`config.mk`:
```
export PLATFORM = sky130hd
export DESIGN_NAME = plate_gate_ctrl
export DESIGN_NICKNAME = d
export VERILOG_FILES = /design/src/rtl/plate_pkg.sv /design/src/rtl/plate_classifier.sv /design/src/rtl/plate_gate_ctrl.sv
export SDC_FILE = /design/constraint.sdc
export NUM_CORES = 1
export LEC_CHECK = 0
export ABC_AREA = 1
export ABC_CLOCK_PERIOD_IN_PS = 4200
export CAP_MARGIN = 20
export CORE_UTILIZATION = 53
export CTS_BUF_LIST = sky130_fd_sc_hd__clkbuf_4 sky130_fd_sc_hd__clkbuf_8 sky130_fd_sc_hd__clkbuf_16
export DETAILED_ROUTE_END_ITERATION = 10
export PLACE_DENSITY = 0.78
export SKIP_CTS_REPAIR_TIMING = 1
export SYNTH_ARGS = -nofsm -noshare
export SYNTH_HDL_FRONTEND = slang
export SYNTH_HIERARCHICAL = 1
export SYNTH_SLANG_ARGS = --single-unit
```
`constraint.sdc`:
```
create_clock -name CLK -period 4.2 [get_ports CLK]
set_input_delay 1.05 -clock CLK [delete_from_list [all_inputs] [get_ports CLK]]
set_output_delay 1.05 -clock CLK [all_outputs]
set_load 0.05 [all_outputs]
```
`src/rtl/plate_pkg.sv`:
```
// Shared types and constants for the plate/day barrier controller.
// Imported by the classifier and the top-level FSM.
package plate_pkg;

    typedef enum logic [1:0] {
        IDLE = 2'd0,
        EVAL = 2'd1,
        OPEN = 2'd2,
        DENY = 2'd3
    } state_e;

    typedef enum logic [1:0] {
        RSN_OK   = 2'd0,
        RSN_BAD  = 2'd1,
        RSN_DAY  = 2'd2,
        RSN_FULL = 2'd3
    } reason_e;

    localparam logic [3:0] DIGIT_MAX = 4'd9;

    function automatic logic is_digit(input logic [3:0] s);
        return s <= DIGIT_MAX;
    endfunction

endpackage

```
`src/rtl/plate_classifier.sv`:
```
// Combinational plate check: pair validity, even/odd counts,
// class and weekday admission rule.
module plate_classifier
    import plate_pkg::*;
#(
    parameter int N_CHARS = 6
) (
    input  logic [4*N_CHARS-1:0]         plate_i,
    input  logic [2:0]                   dia_i,
    output logic                         valid_o,
    output logic [$clog2(N_CHARS+1)-1:0] par_o,
    output logic [$clog2(N_CHARS+1)-1:0] impar_o,
    output logic                         class_o,
    output logic                         day_ok_o
);

    localparam int PW = $clog2(N_CHARS+1);

    logic pairs_ok;
    logic any_digit;

    always_comb begin
        pairs_ok  = 1'b1;
        any_digit = 1'b0;
        par_o     = '0;
        impar_o   = '0;
        for (int i = 0; i < N_CHARS; i++) begin
            if (is_digit(plate_i[4*i +: 4]))
                any_digit = 1'b1;
            if (plate_i[4*i])
                impar_o = impar_o + PW'(1);
            else
                par_o = par_o + PW'(1);
        end
        for (int k = 0; k < N_CHARS/2; k++) begin
            if (is_digit(plate_i[8*k +: 4]) !=
                is_digit(plate_i[8*k+4 +: 4]))
                pairs_ok = 1'b0;
        end
    end

    assign valid_o = pairs_ok && any_digit && (dia_i != 3'd0);

    // 1 = odd class: fewer than half the symbols are even
    assign class_o = (par_o < PW'(N_CHARS/2));

    always_comb begin
        day_ok_o = 1'b0;
        if (!class_o)
            day_ok_o = dia_i[0];
        else
            day_ok_o = ((dia_i != 3'd0) && !dia_i[0]) ||
                       (dia_i == 3'd7);
    end

endmodule

```
`src/rtl/plate_gate_ctrl.sv`:
```
// Registered plate/day barrier controller: handshake intake, decision
// FSM, open/deny timers and car-park occupancy tracking.
module plate_gate_ctrl
    import plate_pkg::*;
#(
    parameter int N_CHARS    = 6,
    parameter int CAPACITY   = 16,
    parameter int OPEN_TICKS = 8,
    parameter int DENY_TICKS = 4
) (
    input  logic                          CLK,
    input  logic                          RST,
    input  logic [4*N_CHARS-1:0]          Matricula,
    input  logic [2:0]                    Dia,
    input  logic                          plate_valid,
    output logic                          plate_ready,
    input  logic                          car_pass,
    input  logic                          car_exit,
    output logic                          Barreira,
    output logic                          MatrVal,
    output logic                          Par_Impar,
    output logic [$clog2(N_CHARS+1)-1:0]  Par,
    output logic [$clog2(N_CHARS+1)-1:0]  Impar,
    output logic                          decision_valid,
    output logic [1:0]                    reason,
    output logic [$clog2(CAPACITY+1)-1:0] occupancy,
    output logic                          full
);

    localparam int PW    = $clog2(N_CHARS+1);
    localparam int OCC_W = $clog2(CAPACITY+1);
    localparam int TMAX  = (OPEN_TICKS > DENY_TICKS) ?
                           OPEN_TICKS : DENY_TICKS;
    localparam int TW    = $clog2(TMAX+1);

    if ((N_CHARS < 2) || ((N_CHARS % 2) != 0)) begin : g_bad_n
        $error("N_CHARS must be even and at least 2");
    end

    state_e               state_q, state_d;
    logic [4*N_CHARS-1:0] plate_q;
    logic [2:0]           dia_q;
    logic [TW-1:0]        timer_q, timer_d;
    logic [OCC_W-1:0]     occ_q, occ_d;
    logic                 matrval_q;
    logic                 class_q;
    logic [PW-1:0]        par_q, impar_q;
    reason_e              reason_q, rsn_d;
    logic                 dv_q;
    logic                 barreira_q;

    logic                 c_valid;
    logic [PW-1:0]        c_par, c_impar;
    logic                 c_class;
    logic                 c_day_ok;
    logic                 inc;

    plate_classifier #(
        .N_CHARS (N_CHARS)
    ) u_cls (
        .plate_i  (plate_q),
        .dia_i    (dia_q),
        .valid_o  (c_valid),
        .par_o    (c_par),
        .impar_o  (c_impar),
        .class_o  (c_class),
        .day_ok_o (c_day_ok)
    );

    assign full = (occ_q == OCC_W'(CAPACITY));

    always_comb begin
        rsn_d = RSN_OK;
        if (!c_valid)
            rsn_d = RSN_BAD;
        else if (!c_day_ok)
            rsn_d = RSN_DAY;
        else if (full)
            rsn_d = RSN_FULL;
    end

    always_comb begin
        state_d = state_q;
        timer_d = timer_q;
        unique case (state_q)
            IDLE: begin
                if (plate_valid)
                    state_d = EVAL;
            end
            EVAL: begin
                timer_d = '0;
                state_d = (rsn_d == RSN_OK) ? OPEN : DENY;
            end
            OPEN: begin
                timer_d = timer_q + TW'(1);
                // a pass on the final tick still counts
                if (car_pass || (timer_q == TW'(OPEN_TICKS-1)))
                    state_d = IDLE;
            end
            DENY: begin
                timer_d = timer_q + TW'(1);
                if (timer_q == TW'(DENY_TICKS-1))
                    state_d = IDLE;
            end
            default: state_d = IDLE;
        endcase
    end

    assign inc = (state_q == OPEN) && car_pass;

    always_comb begin
        occ_d = occ_q;
        if (inc && !car_exit && (occ_q != OCC_W'(CAPACITY)))
            occ_d = occ_q + OCC_W'(1);
        else if (car_exit && !inc && (occ_q != '0))
            occ_d = occ_q - OCC_W'(1);
    end

    always_ff @(posedge CLK or posedge RST) begin
        if (RST) begin
            state_q    <= IDLE;
            plate_q    <= '0;
            dia_q      <= '0;
            timer_q    <= '0;
            occ_q      <= '0;
            matrval_q  <= 1'b1;
            class_q    <= 1'b0;
            par_q      <= '0;
            impar_q    <= '0;
            reason_q   <= RSN_OK;
            dv_q       <= 1'b0;
            barreira_q <= 1'b1;
        end else begin
            state_q    <= state_d;
            timer_q    <= timer_d;
            occ_q      <= occ_d;
            dv_q       <= (state_q == EVAL);
            barreira_q <= (state_d != OPEN);
            if ((state_q == IDLE) && plate_valid) begin
                plate_q <= Matricula;
                dia_q   <= Dia;
            end
            if (state_q == EVAL) begin
                matrval_q <= ~c_valid;
                class_q   <= c_class;
                par_q     <= c_par;
                impar_q   <= c_impar;
                reason_q  <= rsn_d;
            end
        end
    end

    assign plate_ready    = (state_q == IDLE);
    assign Barreira       = barreira_q;
    assign MatrVal        = matrval_q;
    assign Par_Impar      = class_q;
    assign Par            = par_q;
    assign Impar          = impar_q;
    assign decision_valid = dv_q;
    assign reason         = reason_q;
    assign occupancy      = occ_q;

endmodule
```
# == Word level (Yosys, flattened, before mapping) ==
# Index checks and enable logic that the tools add are counted.
# word_totals
wordCells,99
register_bits,50
in_bits,32
out_inout_bits,19
# classes
n_lt_le_gt_ge,7
n_mux,33
n_bitwise,1
n_reduce_logical,21
add_sub_neg,13
eq_ne,12
# op_table
operator,count
3-bit 2-to-1 mux,10
3-bit by 1-bit adder with 3-bit output (second input constant),8
4-bit less-or-equal comparator (second input constant),6
1-bit 2-to-1 mux,13
2-bit 2-to-1 mux,6
5-bit 2-to-1 mux,2
1-bit logical AND,9
2-bit case mux with 4 select lines,1
4-bit case mux with 2 select lines,1
5-bit by 1-bit adder with 5-bit output (second input constant),1
5-bit equality test (second input constant),1
5-bit != test (second input constant),1
5-bit nonzero test,1
5-bit by 1-bit subtractor with 5-bit output (second input constant),1
1-bit by 1-bit adder with 2-bit output (second input constant),2
4-bit by 1-bit adder with 4-bit output (second input constant),1
2-bit equality test (second input constant),2
4-bit by 2-bit equality test with 1-bit output (second input constant),1
4-bit by 3-bit equality test with 1-bit output (second input constant),1
2-bit logical NOT,2
2-bit nonzero test,2
3-bit equality test (second input constant),1
1-bit logical NOT,3
3-bit by 2-bit less-than comparator with 1-bit output (second input constant),1
7 further kinds,10

# == Depth between registers and ports, before layout ==
# Gate-level depths: netlist of the first run.
# depth
depth_word,19
depth_mapped,26
depth_no_buf,26

# == By module ==
# Netlist of the first run, hierarchy kept.
# modules_own_cells
mod,cells_each,instances,area_per_inst_um2
plate_gate_ctrl,198,1,2189.6
plate_classifier,116,1,678.2

# == Worst setup path before layout of the first run ==
# OpenSTA, ideal clock, no wires.
# synth_timing
path_kind,reg-to-reg
from,register plate_q[0]
to,register state_q[0]
synth_period_minus_slack_ps,2980
stages_incl_launch_ff,27
setup_slack_ps,1220
setup_time_ps,127
path_buffers,0
t_arrival_ps,2853
cell_sequence,dfrtp_1 > inv_1 > ha_1 > inv_1 > nand2_2 > nand2_2 > ha_1 > or2_2 > nand2_1 > nand2_1 > nand2_1 > nand2_1 > nand2_1 > ha_1 > inv_1 > nor2_1 > xnor2_1 > xnor2_1 > inv_1 > nand2_1 > nand2_2 > nand2_2 > nand2_1 > nand2_1 > nand3_1 > nand2_1 > nand3_1
# synth_between
elab_chain_cells,18
word_cells_on_any_way,31
classes_between,add/sub: 5; order compare: 2; eq/ne: 1; mux: 20; reduce/logical: 3
# synth_lines
element,line,rtl
start: declaration,plate_gate_ctrl.sv:41,logic [4*N_CHARS-1:0] plate_q;
start signal: assignment,plate_gate_ctrl.sv:140,plate_q <= Matricula;
1-bit 2-to-1 mux *,plate_classifier.sv:30,if (plate_i[4*i])
1-bit by 1-bit adder with 2-bit output,plate_classifier.sv:33,par_o = par_o + PW'(1);
3-bit 2-to-1 mux *,plate_classifier.sv:30,
3-bit by 1-bit adder with 3-bit output,plate_classifier.sv:33,
3-bit 2-to-1 mux *,plate_classifier.sv:30,
3-bit by 1-bit adder with 3-bit output,plate_classifier.sv:33,
3-bit 2-to-1 mux *,plate_classifier.sv:30,
3-bit by 1-bit adder with 3-bit output,plate_classifier.sv:33,
[4 not listed],n/a,
1-bit 2-to-1 mux *,plate_classifier.sv:49,if (!class_o)
named net c_day_ok,plate_gate_ctrl.sv:55,logic c_day_ok;
2-bit 2-to-1 mux *,plate_gate_ctrl.sv:76,else if (!c_day_ok)
2-bit 2-to-1 mux *,plate_gate_ctrl.sv:74,if (!c_valid)
2-bit logical NOT *,plate_gate_ctrl.sv:92,state_d = (rsn_d == RSN_OK) ? OPEN : DENY;
1-bit 2-to-1 mux *,plate_gate_ctrl.sv:92,
2-bit case mux with 4 select lines *,plate_gate_ctrl.sv:85,unique case (state_q)
named net state_d[0],plate_gate_ctrl.sv:40,"state_e state_q, state_d;"
end signal: assignment,plate_gate_ctrl.sv:134,state_q <= state_d;
end: declaration,plate_gate_ctrl.sv:40,
# The timed path passes the listed nets; every way through them passes the cells marked *.
# A chain may end at the register's enable or synchronous reset.

# == Worst setup path after layout of the first run ==
# Same ends and word-level chain as after synthesis.

==> impl_metrics.py, run 1 <==
metrics = {
    "synthesis": {
        "synth_nets": 362,
        "postSynthAreaPerCell_um2": 9.13,
        "synth_compound_area_share_pct": 4.28,
        "async_flop_share_pct": 100,
        "ys_seq_area_share_pct": 43.7,
        "synth-seq-cells": 50,
        "synth-main-ff-cell": "dfrtp_1",
        "ys_top_cells_by_area": "dfrtp_1 42%, nand2_1 12%, mux2_2 7.5%",
        "synth_top_area_share_pct": 41.9,
        "synthMuxAreaShare_pct": 11.6,
        "synth-edff-count": 0,
        "syn_inst": 314,
        "synth.distinct_cells": 30,
        "yosys.area_share.simple_pct": 24.7,
        "synth_area_mm2": 0.00287,
        "synthXorXnorAreaFrac_pct": 2.14,
        "yosysWarnings": 6,
        "synthAdderAreaFrac_pct": 7.24,
        "synth_top_family_by_area": "simple AND/OR/NAND/NOR gates",
        "synth_top_cell_by_area": "dfrtp_1",
    },
    "floorplan": {
        "die_h_um": 75.6,
        "start_util_pct": 55.4,
        "die-area_mm2": 0.00571,
        "ios": 51,
        "die_w_um": 75.6,
        "num_rows": 26,
        "core-area_mm2": 0.00517,
    },
    "clock_network": {
        "h-tree-depth": 2,
        "cts_tree": "yes",
        "clk_path_buf_depth": 2,
        "clock-root-buffer": "clkbuf_8",
        "clkTransAtPathRegs_ps": 90,
        "cts_sinks": 50,
        "clock_latency_ps": 300,
        "numCtsBuffers": 5,
    },
    "grt": {
        "grt_pass1_vias": 2135,
        "grt_max_degree": 51,
        "grt_pass1_wl_um": 9050,
        "track_usage_pct": 21.1,
        "grt_antenna_before_repair": 0,
        "grt-ovfl-total": 0,
    },
    "final_layout": {
        "syn2layout_area_growth_pct": 22.8,
        "final_util_pct": 68.1,
        "nNetsFinal": 414,
        "instances_no_fill": 437,
        "layout-drive-gt1-share_pct": 16.3,
        "diodes": 0,
    },
    "worst_setup_path": {
        "worstSetupPathType": "reg2reg",
        "crit_path_start_kind": "register",
        "worstPathArrival_ps": 3550,
        "critPathMaxFanout": 5,
        "end_kind": "register",
        "worstPathRequired_ps": 4350,
        "reg2reg_depth": 26,
    },
    "min_path": {
        "hold_path.class": "reg2reg",
        "hold_path_depth": 2,
    },
    "timing": {
        "finalSetupTns_ps": 0,
        "tightest_slew_ps": 746,
        "post-route-min-period_ps": 3390,
        "finalClockSkew_ps": 5.40,
        "relSlewSlack_pct": 50.1,
        "finalSetupViolCount": 0,
        "finalMaxSlewViolations": 0,
        "fmax_ghz": 0.295,
        "rsz0062_at_grt": "no",
        "hold_viol": 0,
        "fin_crit_sh_pct": 80.8,
    },
    "job": {
        "maxCapViolations": 0,
    },
    "placement": {
        "post-dp-hpwl_um": 4010,
        "dp.cells": 428,
        "io_buffers": 50,
        "place_congestion": 0.817,
    },
    "routing": {
        "ant_nets": 0,
        "routedWlPerCell_um": 12.2,
        "drc": 0,
        "dr.pass1.iters": 4,
        "avgViaCountPerCell": 5.03,
        "totalWireLength_um": 5320,
        "vias": 2198,
        "drt_iter0_markers": 59,
    },
    "run_status": {
        "status": "complete, no violations",
    },
}
path summary, 6_finish.rpt:
check	from	endpoint	slack, ps
max	plate_q[0]	state_q[0]	810
min	MatrVal	MatrVal	470
max reg2reg	plate_q[0]	state_q[0]	810
min reg2reg	MatrVal	MatrVal	470
max in group asynchronous	RST	Barreira	2530
min in group asynchronous	RST	timer_q[3]	1080
worst max-delay path, stage by stage, from the launching register on:
cell and delay [ps]:
dfrtp_1 410, inv_1 80, ha_1 370, inv_1 100, nand2_2 70, nand2_2 80, ha_1 270, or2_2 280
nand2_1 70, nand2_1 50, nand2_1 50, nand2_1 60, nand2_1 80, ha_1 150, inv_1 40, nor2_1 120
xnor2_1 150, xnor2_1 170, inv_1 60, nand2_1 70, nand2_2 70, nand2_2 80, nand2_1 50, nand2_1 90
nand3_1 80, nand2_1 90, nand3_1 70
layout make-up:
cell class	instances	area (µm²)
multi-input combinational	224	1430
tap	70	87.6
clock buffer	7	90.1
inverter	34	133
clock inverter	1	5.00
timing repair buffer	51	520
sequential	50	1250
fill	437	1650
cells in the mapped netlist (2+ instances only):
| library cell | instances |
|---|---|
| nand3b_1 | 2 |
| dfrtp_1 | 48 |
| o21a_1 | 3 |
| nand2_4 | 4 |
| mux2_4 | 8 |
| dfstp_2 | 2 |
| ha_1 | 15 |
| nand4_1 | 2 |
| a21oi_1 | 2 |
| nand2_1 | 88 |
| buf_6 | 3 |
| nor2_1 | 11 |
| xor2_1 | 3 |
| mux2_2 | 19 |
| inv_1 | 32 |
| or2_2 | 3 |
| nand2_2 | 9 |
| o21ai_0 | 12 |
| nand3_1 | 30 |
| xnor2_1 | 4 |
| a31oi_1 | 2 |
| buf_2 | 3 |
| nand3_2 | 2 |
per-layer routing:
metal  global-route usage, %  wire length, µm
met3                    5.95              220
met2                    36.9             2490
met4                    5.35               65
met5                       0                0
met1                    25.7             2540
sequential cells by signal, indices dropped and copies added, names as in the netlist, 2 cells and up:
register,cells
plate_q,24
occupancy,5
timer_q,4
Impar,3
Par,3
dia_q,3
reason,2
state_q,2
cells by family after synthesis:
group                      Yosys count
xor gates and xnor gates             7
adders and majority gates           16
buffers and inverters               40
AOI/OAI and AO/OA                   21
DFF                                 50
and+or+nand+nor                    153
muxes                               27
layout by cell type (no fill, tap or decap), drive strengths merged:
cell | netlist | final
nand2 | 101 | 101
o21ai | 12 | 12
and2 | 1 | 1
o21a | 3 | 3
clkdlybuf4s50 | 0 | 50
xor2 | 3 | 3
buf | 6 | 1
dfrtp | 48 | 48
a31oi | 2 | 2
o2111ai | 1 | 1
or2 | 3 | 3
clkinv | 0 | 1
clkbuf | 0 | 7
nand3b | 2 | 2
inv | 34 | 34
a22o | 1 | 1
xnor2 | 4 | 4
a21oi | 2 | 2
dfstp | 2 | 2
nor2 | 12 | 12
fa | 1 | 1
ha | 15 | 15
mux2 | 27 | 27
nand4 | 2 | 2
nand3 | 32 | 32
metrics by stage:
| stage | hold WS (ps) | instance area (µm²) | setup slack, ps |
|---|---|---|---|
| after detailed placement | 464 | 3410 | 836 |
| after floorplan | 473 | 2870 | 1220 |
| after CTS | 480 | 3500 | 816 |
| final | 475 | 3520 | 808 |
| after global routing | 519 | 3520 | 438 |
| after global placement | 459 | 3410 | 1080 |
Power of run 1 is left out: the tool's default activity adds up to more than one toggle a clock period on the data nets, which glitch-free logic cannot reach.
==> run 2: changes to the inputs <==
--- a/config.mk
+++ b/config.mk
@@ -6,7 +6,7 @@
 export NUM_CORES = 1
 export LEC_CHECK = 0
 export ABC_AREA = 1
-export ABC_CLOCK_PERIOD_IN_PS = 4200
+export ABC_CLOCK_PERIOD_IN_PS = 3300
 export CAP_MARGIN = 20
 export CORE_UTILIZATION = 53
 export CTS_BUF_LIST = sky130_fd_sc_hd__clkbuf_4 sky130_fd_sc_hd__clkbuf_8 sky130_fd_sc_hd__clkbuf_16
==> constraint.sdc (replaced) <==
create_clock -name CLK -period 3.3 [get_ports CLK]
set_input_delay 0.825 -clock CLK [delete_from_list [all_inputs] [get_ports CLK]]
set_output_delay 0.825 -clock CLK [all_outputs]
set_load 0.05 [all_outputs]
==> run 2 against run 1 <==
  * Register-to-register slack worse by 670 ps
  * Global-route usage increased by 0.069 points
  * Clock-buffer cell count did not move
  * Cell count grew 1.8%
  * Flip-flop and latch count is the same
  * Highest routed layer unchanged
  * Critical endpoint unchanged
==> impl_metrics.py, run 2 (synthesis results as in run 1) <==
metrics = {
    "run_status": {
        "status": "complete, no violations",
    },
    "min_path": {
        "hold_path.class": "reg2reg",
        "whs_endpoint": "MatrVal",
        "hp-start": "MatrVal",
        "hold_path_depth": 2,
    },
    "clock_network": {
        "clock-root-buffer": "clkbuf_8",
        "numCtsBuffers": 5,
        "h-tree-depth": 2,
        "cts_sinks": 50,
        "clock_latency_ps": 300,
        "cts_tree": "yes",
        "clk_path_buf_depth": 2,
        "clkTransAtPathRegs_ps": 90,
    },
    "routing": {
        "drt_iter0_markers": 71,
        "ant_nets": 0,
        "routedWlPerCell_um": 12.3,
        "totalWireLength_um": 5460,
        "drc": 0,
        "avgViaCountPerCell": 5.00,
        "dr.pass1.iters": 4,
        "vias": 2226,
    },
    "grt": {
        "grt_pass1_vias": 2154,
        "grt_max_degree": 30,
        "grt_antenna_before_repair": 0,
        "gr-max-usage-layer": "met2",
        "track_usage_pct": 21.2,
        "met3_usage_pct": 4.76,
        "grt-ovfl-total": 0,
        "grt_pass1_wl_um": 9000,
        "met2_usage_pct": 37.8,
        "gr-usage-met1_pct": 25.3,
    },
    "final_layout": {
        "top_register": "plate_q",
        "nFillCells": 438,
        "syn2layout_area_growth_pct": 26.2,
        "mostFrequentLayoutCells": "87 x nand2_1, 50 x clkdlybuf4s50_1, 48 x dfrtp_1",
        "nNetsFinal": 422,
        "diodes": 0,
        "largest_reg_flops": 24,
        "layout_commonest_cell": "nand2_1",
        "layout-drive-gt1-share_pct": 20.8,
    },
    "floorplan": {
        "die_h_um": 75.6,
        "die_w_um": 75.6,
        "core-area_mm2": 0.00517,
        "ios": 51,
        "start_util_pct": 55.4,
        "num_rows": 26,
        "die-area_mm2": 0.00571,
    },
    "worst_setup_path": {
        "r2r_slack_ps": 140,
        "crit_path_start_kind": "register",
        "reg2reg_from": "plate_q[0]",
        "worstPathRequired_ps": 3460,
        "critPathMaxFanout": 4,
        "end_kind": "register",
        "worstSetupPathType": "reg2reg",
        "worstPathArrival_ps": 3310,
        "reg2reg_depth": 24,
        "r2r_end": "state_q[0]",
    },
    "timing": {
        "fin_crit_sh_pct": 95.7,
        "hold_viol": 0,
        "fmax_ghz": 0.317,
        "relSlewSlack_pct": 50.5,
        "finalSetupTns_ps": 0,
        "finalMaxSlewViolations": 0,
        "finalSetupViolCount": 0,
        "tightest_slew_ps": 740,
        "finalClockSkew_ps": 5.10,
        "post-route-min-period_ps": 3160,
    },
    "placement": {
        "io_buffers": 50,
        "place_congestion": 0.830,
        "post-dp-hpwl_um": 4130,
    },
    "job": {
        "maxCapViolations": 0,
    },
}
-- run 2: cell types whose count changed in the layout (fill, tap and decap cells not counted), sizes merged --
cell / previous run / this run
buf: 1 / 9
-- run 2: routing by layer --
layer  wire (µm)  up-vias  share of wire (%)
li1            -     1131                  -
met1        2510     1038                 46
met2        2630       50                 48
met3         233        7                4.3
met4          86        0                1.6
met5           0        -                  0
-- run 2: critical path, stage by stage (launching register included) --
cell and delay, ps:
dfrtp_1 430, buf_4 150, ha_1 210, o21ai_2 230
ha_4 230, or2_4 220, nand2_1 60, nand2_1 50
nand2_1 60, nand2_1 60, nand2_1 70, ha_2 160
inv_1 40, nor2_2 110, xnor2_1 150, xnor2_1 160
inv_1 60, nand2_1 80, nand2_2 70, nand2_2 60
nand2_1 60, nand2_2 80, nand3_2 70, nand2_1 80
nand3_1 70
-- run 2: per-stage QoR --
step / hold slack, ps / area (µm²) / util, % / worst slack, ps / cells
floorplan: 473 / 2870 / - / 320 / 314
global placement: 459 / 3420 / 66.2 / 175 / 430
detailed placement: 467 / 3420 / 66.2 / -41.2 / 430
CTS: 486 / 3520 / 68.0 / -53.1 / 438
global route: 516 / 3620 / 70.0 / -35.7 / 445
finish: 486 / 3620 / 70.0 / 142 / 445
-- run 2: worst max-delay path by stage --
stage / start / end / slack [ps] / cells past startpoint
global placement: plate_q[0] / state_q[0] / 170 / 26
CTS: plate_q[0] / state_q[0] / -50 / 26
floorplan: plate_q[0] / state_q[0] / 320 / 26
detailed placement: plate_q[0] / state_q[0] / -40 / 26
finish: plate_q[0] / state_q[0] / 140 / 24
global route: plate_q[0] / state_q[0] / -40 / 24
-- run 2: layout make-up --
type	instances	area, µm²	share of cell area (%)
clock buffer	7	90.1	2.49
clock inverter	1	5.00	0.138
inverter	34	133	3.67
multi-input combinational	224	1480	40.9
sequential	50	1250	34.6
tap	70	87.6	2.42
timing repair buffer	59	568	15.7
Power of run 2 is left out for the same reason.
==> run 3: changes to the inputs <==
--- a/config.mk
+++ b/config.mk
@@ -8,10 +8,11 @@
 export ABC_AREA = 1
 export ABC_CLOCK_PERIOD_IN_PS = 3300
 export CAP_MARGIN = 20
-export CORE_UTILIZATION = 53
+export CORE_UTILIZATION = 50
 export CTS_BUF_LIST = sky130_fd_sc_hd__clkbuf_4 sky130_fd_sc_hd__clkbuf_8 sky130_fd_sc_hd__clkbuf_16
 export DETAILED_ROUTE_END_ITERATION = 10
-export PLACE_DENSITY = 0.78
+export PLACE_DENSITY = 0.74
+export RECOVER_POWER = 50
 export SKIP_CTS_REPAIR_TIMING = 1
 export SYNTH_ARGS = -nofsm -noshare
 export SYNTH_HDL_FRONTEND = slang
==> run 3 against run 2 <==
  * Sequential share of layout area decreased by 0.44 points
  * Worst setup slack got worse by 7.0 ps
  * Final area grew 1.3%
  * Flip-flop and latch count unchanged
  * Die area up 5.8%
  * Utilization fell by 3.4 points
  * Largest cell class unchanged
==> impl_metrics.py, run 3 (synthesis results as in run 1) <==
metrics = {
    "floorplan": {
        "num_rows": 27,
        "ios": 51,
        "die_w_um": 77.7,
        "die-area_mm2": 0.00604,
        "die_h_um": 77.7,
        "core-area_mm2": 0.00551,
        "start_util_pct": 52.1,
    },
    "worst_setup_path": {
        "cpPeakStageDelay_ps": 410,
        "reg2reg_depth": 22,
        "r2r_slack_ps": 130,
        "critPathMaxFanout": 5,
        "worstSetupPathType": "reg2reg",
        "r2r_end": "state_q[0]",
        "reg2reg_from": "plate_q[0]",
        "critPathMostFrequentCell": "nand2_1",
        "worstPathArrival_ps": 3330,
        "slowest_stage": "dfrtp_1",
        "end_kind": "register",
        "worstPathRequired_ps": 3470,
        "crit_chain": "inv_2, ha_4, nand2_1, nand2_4, ha_4, or2_4, nand3_2, nand2_1, nand2_1, nand2_1, ha_2, inv_2, nor2_4, xnor2_2, xnor2_2, nand3_1, nand2_2, nand3_1, nand2_2, nand3_2, nand2_2, nand3_2",
        "crit_path_start_kind": "register",
    },
    "placement": {
        "place_congestion": 0.812,
        "post-dp-hpwl_um": 3930,
        "io_buffers": 50,
        "place_area_mm2": 0.00342,
    },
    "routing": {
        "drc": 0,
        "avgViaCountPerCell": 5.04,
        "drt_iter0_markers": 55,
        "routedWlPerCell_um": 12.4,
        "dr.pass1.iters": 4,
        "vias": 2259,
        "totalWireLength_um": 5580,
        "ant_nets": 0,
    },
    "min_path": {
        "hold_path_depth": 2,
        "whs_endpoint": "MatrVal",
        "hold_path.class": "reg2reg",
        "hp-start": "MatrVal",
    },
    "final_layout": {
        "nNetsFinal": 423,
        "diodes": 0,
        "layout-drive-gt1-share_pct": 23.1,
        "mostFrequentLayoutCells": "83 x nand2_1, 49 x clkdlybuf4s50_1, 48 x dfrtp_1",
        "syn2layout_area_growth_pct": 27.8,
        "final_area_mm2": 0.00366,
        "nFillCells": 482,
        "final_util_pct": 66.6,
        "layout_commonest_cell": "nand2_1",
        "top_register": "plate_q",
        "largest_reg_flops": 24,
    },
    "grt": {
        "grt_pass1_vias": 2104,
        "grt_antenna_before_repair": 0,
        "track_usage_pct": 20.7,
        "grt_max_degree": 51,
        "grt_pass1_wl_um": 9740,
        "grt-ovfl-total": 0,
    },
    "timing": {
        "relSlewSlack_pct": 19.9,
        "hold-worst-slack_ps": 474,
        "hold_viol": 0,
        "tightest_slew_ps": 1200,
        "fmax_ghz": 0.316,
        "finalClockSkew_ps": 6.84,
        "finalSetupViolCount": 0,
        "finalSetupTns_ps": 0,
        "rsz0062_at_grt": "yes",
        "finalMaxSlewViolations": 0,
        "post-route-min-period_ps": 3170,
        "fin_crit_sh_pct": 95.9,
    },
    "clock_network": {
        "clock_latency_ps": 300,
        "cts_tree": "yes",
        "clkTransAtPathRegs_ps": 90,
        "clk_path_buf_depth": 2,
        "h-tree-depth": 2,
        "cts_sinks": 50,
        "clock-root-buffer": "clkbuf_8",
        "numCtsBuffers": 5,
    },
    "run_status": {
        "status": "complete, no violations",
    },
    "job": {
        "maxCapViolations": 0,
    },
}
## run 3: cell count changes in the layout (fill, tap and decap cells not counted), moves of 2 or more
| cell | previous run | this run |
|---|---|---|
| clkbuf_4 | 1 | 3 |
| nand2_1 | 87 | 83 |
| nand2_2 | 9 | 13 |
| nand3_1 | 29 | 27 |
| nand3_2 | 3 | 5 |
| xnor2_1 | 4 | 2 |
| xnor2_2 | 0 | 2 |
## run 3: critical path: cells and delay by family, from the launching register on
kind | cells | cell delay (ps)
fa+ha+maj | 3 | 660
simple gates | 15 | 1420
xor+xnor | 2 | 380
buf+inv | 2 | 140
flops | 1 | 410
## run 3: final cells by class
type / count / area [µm²] / share of cell area (%)
multi-input combinational: 224 / 1520 / 41.6
sequential: 50 / 1250 / 34.2
timing repair buffer: 60 / 573 / 15.6
inverter: 34 / 133 / 3.62
clock buffer: 8 / 91.3 / 2.49
tap: 72 / 90.1 / 2.46
## run 3: layer usage
| layer | track usage, % | share of wire [%] | vias up |
|---|---|---|---|
| li1 | - | - | 1140 |
| met1 | 27.5 | 45 | 1066 |
| met2 | 33.5 | 49 | 47 |
| met3 | 5.53 | 4.6 | 6 |
| met4 | 5.09 | 0.95 | 0 |
| met5 | 0 | 0 | - |
## run 3: worst max path at each step
stage               slack, ps        from         end  depth (start not counted)
floorplan                 320  plate_q[0]  state_q[0]                         26
CTS                       -90  plate_q[0]  state_q[0]                         23
finish                    130  plate_q[0]  state_q[0]                         22
detailed placement        -40  plate_q[0]  state_q[0]                         25
global route              -80  plate_q[0]  state_q[0]                         25
global placement          180  plate_q[0]  state_q[0]                         26
## run 3: stage by stage
| stage | cells | setup slack (ps) |
|---|---|---|
| 6_report | 448 | 135 |
| 5_1_grt | 448 | -81.5 |
| 4_1_cts | 439 | -86.4 |
| 3_5_place_dp | 431 | -42.8 |
| 3_3_place_gp | 431 | 177 |
| 2_1_floorplan | 314 | 320 |
Power of run 3 is left out for the same reason.
